<file path="src/rtl/hazard_ctrl.sv">
// Pipeline hazard controller: freezes on memory stalls, flushes on taken branches,
// inserts one-cycle load-use bubbles, and keeps saturating performance counters.
module hazard_ctrl (
    input  logic        clk,
    input  logic        rst,
    input  logic [4:0]  id_rs1,
    input  logic [4:0]  id_rs2,
    input  logic        id_uses_rs1,
    input  logic        id_uses_rs2,
    input  logic        ex_valid,
    input  logic        ex_is_load,
    input  logic [4:0]  ex_rd,
    input  logic        ex_br_taken,
    input  logic        imem_read,
    input  logic        imem_resp,
    input  logic        dmem_access,
    input  logic        dmem_resp,
    input  logic        cnt_clr,
    output logic        load_pc,
    output logic        load_if_id,
    output logic        load_id_ex,
    output logic        load_ex_mem,
    output logic        load_mem_wb,
    output logic        flush_if_id,
    output logic        flush_id_ex,
    output logic        mem_waiting,
    output logic [31:0] stall_cycles,
    output logic [31:0] stall_events,
    output logic [31:0] lu_bubbles,
    output logic [31:0] br_flushes
);

    typedef enum logic [0:0] {StRun, StMemWait} state_e;

    state_e      state_q, state_d;
    logic        mem_stall, lu_hazard;
    logic        br_case, lu_case, event_case;
    logic [31:0] stall_cycles_q, stall_events_q, lu_bubbles_q, br_flushes_q;

    assign mem_stall = (imem_read & ~imem_resp) | (dmem_access & ~dmem_resp);
    assign lu_hazard = ex_valid & ex_is_load & (ex_rd != 5'd0) &
                       ((id_uses_rs1 & (id_rs1 == ex_rd)) | (id_uses_rs2 & (id_rs2 == ex_rd)));

    // Exiting a stall needs no special case: held EX/ID values are evaluated as in StRun.
    assign br_case    = ~rst & ~mem_stall & ex_br_taken;
    assign lu_case    = ~rst & ~mem_stall & ~ex_br_taken & lu_hazard;
    assign event_case = ~rst & mem_stall & (state_q == StRun);

    always_comb begin
        load_pc     = 1'b1;
        load_if_id  = 1'b1;
        load_id_ex  = 1'b1;
        load_ex_mem = 1'b1;
        load_mem_wb = 1'b1;
        flush_if_id = 1'b0;
        flush_id_ex = 1'b0;
        if (rst) begin
            load_pc     = 1'b0;
            load_if_id  = 1'b0;
            load_id_ex  = 1'b0;
            load_ex_mem = 1'b0;
            load_mem_wb = 1'b0;
            flush_if_id = 1'b1;
            flush_id_ex = 1'b1;
        end else if (mem_stall) begin
            load_pc     = 1'b0;
            load_if_id  = 1'b0;
            load_id_ex  = 1'b0;
            load_ex_mem = 1'b0;
            load_mem_wb = 1'b0;
        end else if (ex_br_taken) begin
            flush_if_id = 1'b1;
            flush_id_ex = 1'b1;
        end else if (lu_hazard) begin
            load_pc     = 1'b0;
            load_if_id  = 1'b0;
            flush_id_ex = 1'b1;
        end
    end

    always_comb begin
        state_d = state_q;
        unique case (state_q)
            StRun:     if (mem_stall)  state_d = StMemWait;
            StMemWait: if (!mem_stall) state_d = StRun;
            default:   state_d = StRun;
        endcase
    end

    always_ff @(posedge clk) begin
        if (rst) begin
            state_q     <= StRun;
            mem_waiting <= 1'b0;
        end else begin
            state_q     <= state_d;
            mem_waiting <= (state_d == StMemWait);
        end
    end

    // Saturating counters; cnt_clr wins over a same-cycle increment.
    always_ff @(posedge clk) begin
        if (rst || cnt_clr) begin
            stall_cycles_q <= 32'd0;
            stall_events_q <= 32'd0;
            lu_bubbles_q   <= 32'd0;
            br_flushes_q   <= 32'd0;
        end else begin
            if (mem_stall && stall_cycles_q != 32'hFFFF_FFFF)
                stall_cycles_q <= stall_cycles_q + 32'd1;
            if (event_case && stall_events_q != 32'hFFFF_FFFF)
                stall_events_q <= stall_events_q + 32'd1;
            if (lu_case && lu_bubbles_q != 32'hFFFF_FFFF)
                lu_bubbles_q <= lu_bubbles_q + 32'd1;
            if (br_case && br_flushes_q != 32'hFFFF_FFFF)
                br_flushes_q <= br_flushes_q + 32'd1;
        end
    end

    assign stall_cycles = stall_cycles_q;
    assign stall_events = stall_events_q;
    assign lu_bubbles   = lu_bubbles_q;
    assign br_flushes   = br_flushes_q;

endmodule

</file>
<file path="config.mk">
export PLATFORM = sky130hd
export DESIGN_NAME = hazard_ctrl
export DESIGN_NICKNAME = d
export VERILOG_FILES = /design/src/rtl/hazard_ctrl.sv
export SDC_FILE = /design/constraint.sdc
export NUM_CORES = 1
export LEC_CHECK = 0
export ABC_CLOCK_PERIOD_IN_PS = 2300
export BUFFER_PORTS_ARGS = -buffer_cell sky130_fd_sc_hd__buf_2
export CAP_MARGIN = 20
export CORE_MARGIN = 2
export CORE_UTILIZATION = 48
export CTS_CLUSTER_DIAMETER = 60
export DETAILED_ROUTE_END_ITERATION = 16
export HOLD_SLACK_MARGIN = 0.12
export PLACE_DENSITY = 0.75
export SLEW_MARGIN = 20
export SYNTH_ARGS = -nofsm -noshare
export SYNTH_HDL_FRONTEND = slang
export SYNTH_SLANG_ARGS = --single-unit
</file>
<file path="constraint.sdc">
create_clock -name clk -period 2.3 [get_ports clk]
set_clock_uncertainty 0.05 [all_clocks]
set_input_delay 0.46 -clock clk [delete_from_list [all_inputs] [get_ports clk]]
set_output_delay 0.46 -clock clk [all_outputs]
set_load 0.02 [all_outputs]
</file>
==> results.cfg <==
[critical_path]
crit_type = in2out
crit_required_ns = 1.79
worstPathArrival_ns = 1.75
critPathLaunch = id_rs1[3]
timing.rr.start = br_flushes[4]
end_kind = primary output
timing.rr.end = br_flushes[23]
critPathMaxFanout = 4
startpoint_type = input port
crit_end = load_pc
r2r.worst_path.cells = 6
rrSetupSlack_ns = 0.12

[timing]
rsz0062_at_grt = yes
worstMarginPinSlew_ns = 0.489
hold_ws_ns = 0.336
drv_slew = 0
fin_crit_sh = 0.983
fin_ws_ns = 0.0383
finalHoldViolations = 0
layout_min_cycle_time_ns = 2.26
setup_viol = 0
max_slew_margin = 0.671
fmax_mhz = 442

[die]
die-height_um = 119
rows = 42
core_um2 = 13100
dieArea_um2 = 14200
dieWidth_um = 119
initial_core_util = 0.486
io-pin-count = 163

[placed_design]
dp_cells = 1167
hpwlAfterDp_um = 12300
post-place-ws_ns = -0.267
gp_congestion = 0.828
portBuffers = 162
dpl_cell_area_um2 = 7920

[logic_synthesis]
yosysSeqAreaShare = 0.406
synth-simple-area-share = 0.327
synthFlopType = dfxtp_1
async_flop_share = 0
synth_top_family_by_area = simple AND/OR/NAND/NOR gates
synthXorXnorAreaFrac = 0.128
syn_avg_cell_area_um2 = 8.15
synth_edf_count = 0
synth_nets = 812
synth_compound_area_frac = 0.0959
synth_fa_ha_area_frac = 0.00786
syn_inst = 781
synthMuxAreaShare = 0.00472
synth-seq-cells = 129
syn_area_um2 = 6360
synth.distinct_cells = 52
ys_warn_count = 0

[clock_tree]
clk_pin_slew_worst_paths_ns = 0.05
cts_buffer_depth = 2
ctsHoldBuffers = 0
cts_tree = yes
clk_latency_ns = 0.42
cts_sinks = 129
cts-htree-levels = 4
ctsRootBufferMaster = clkbuf_16
numCtsBuffers = 17

[run]
cap_violations = 0

[route]
drt_iter0_markers = 437
dr.pass1.iters = 6
vias = 6516
wirelength_um = 17100
routed_via_density = 5.43
drc_errors = 0
postRouteAntennaNets = 0
wl_per_cell_um = 14.2

[grt]
grt-ovfl-total = 0
grt_use_total = 0.242
grt_pass1_wl_um = 27900
grt_max_degree = 57
grt_pass1_vias = 5916
antenna_found_initial = 0

[layout]
areaGrowthSynthToFinish_pct = 36.0
nets = 1042
stdcell_count = 1200
fin_area_um2 = 8650
n_antenna_cell = 0
drive_above_1_share = 0.296

[worst_hold_path]
hold_path_class = in2reg

[pwr]
ir_drop_uv = 522
power.leakage_nw = 3.40
power_density_nw_per_um2 = 618
power.total_mw = 5.35

[run_status]
run_status = finished, final reports clean
layout make-up:
cell class / instances / area, um2
Fill cell: 1105 / 4430
Multi-Input combinational cell: 605 / 3670
Sequential cell: 129 / 2580
Timing Repair Buffer: 244 / 1490
Clock buffer: 22 / 484
Tap cell: 176 / 220
Clock inverter: 10 / 155
Inverter: 14 / 52.6
sequential cells by signal, indices dropped and copies added (netlist names):
name and count:
lu_bubbles 32, stall_events 32, state_q 1, stall_cycles 32, br_flushes 32
critical path, cell delays in order:
cell and delay, ns:
buf_6 0.09, xor2_1 0.15, nor4_1 0.29, a32oi_1 0.22
o31a_1 0.39, buf_6 0.15
how the worst min path moves through the flow:
stage / startpoint / endpoint / slack (ns) / cells past startpoint
after floorplan: lu_bubbles[10] / lu_bubbles[10] / 0.50 / 2
after global placement: lu_bubbles[10] / lu_bubbles[10] / 0.44 / 2
after detailed placement: lu_bubbles[6] / lu_bubbles[6] / 0.44 / 2
after CTS: rst / state_q / 0.32 / 3
after global routing: rst / state_q / 0.34 / 3
final: rst / state_q / 0.34 / 3
logic make-up after synthesis:
kind of cell,Yosys count
adder cells (fa/ha/maj),4
buffers and inverters,47
AO/OA/AOI/OAI,99
AND/OR/NAND/NOR,406
XOR/XNOR,93
flip-flops,129
multiplexers,3
metal layers:
layer,global-route usage,routed length [um],part of all wire
met4,0.0982,265,0.016
met2,0.408,8370,0.49
met3,0.0556,984,0.058
met1,0.298,7450,0.44
met5,0,0,0
per-stage QoR:
step	util	TNS [ns]
6_report	0.661	0
3_5_place_dp	0.605	-5.71
2_1_floorplan	-	-0.123
5_1_grt	0.661	-0.158
4_1_cts	0.656	0
3_3_place_gp	0.605	-5.14
cells in the mapped netlist (5+ instances only):
| cell | n | area [um2] |
|---|---|---|
| a21oi_1 | 37 | 185 |
| and2_1 | 5 | 31.3 |
| and3_1 | 14 | 87.6 |
| and4_1 | 7 | 61.3 |
| clkbuf_1 | 24 | 90.1 |
| dfxtp_1 | 129 | 2580 |
| inv_1 | 14 | 52.6 |
| nand2_1 | 62 | 233 |
| nand3_1 | 40 | 200 |
| nand4_1 | 48 | 300 |
| nor2_1 | 122 | 458 |
| nor3_1 | 24 | 120 |
| nor4_1 | 19 | 119 |
| o21ai_0 | 27 | 135 |
| o31ai_1 | 10 | 75.1 |
| or3_1 | 25 | 156 |
| or4_1 | 16 | 120 |
| xnor2_1 | 47 | 412 |
| xor2_1 | 46 | 403 |
where the power goes:
group          internal, mW  switching [mW]
Combinational        0.0891           0.130
Clock                  1.92           0.967
Sequential             2.24         0.00336
Total                  4.25            1.10
cells in the final DEF, fill, tap and decap left out, types with 3 or more instances in the layout:
cell type	n
nor4_2	4
mux2i_1	3
o31ai_1	10
a21oi_1	37
and2_1	5
nand2_1	61
clkinv_2	4
xnor2_1	47
nand4_1	48
buf_4	81
nor2b_1	3
inv_1	14
a31oi_1	3
xor2_1	46
nand3_1	40
or3_1	24
clkbuf_16	17
o21ai_0	26
or4_1	14
buf_6	6
bufinv_16	4
nor2_1	122
nor4_1	16
nor4b_2	3
a41o_1	3
and3_1	14
clkbuf_8	4
ha_1	4
dfxtp_1	128
nor3_1	23
and4_1	7
buf_2	155
a31o_2	4
timing repair:
| action | in CTS | in global routing |
|---|---|---|
| setup endpoints to repair | 4 | 23 |
| cloned | 0 | 0 |
| endpoints found under the hold margin | 0 | 0 |
| buffers inserted | 1 | 2 |
| pin swaps | 5 | 5 |
| resized for setup | 11 | 11 |
(Power assumes the default switching activity.)
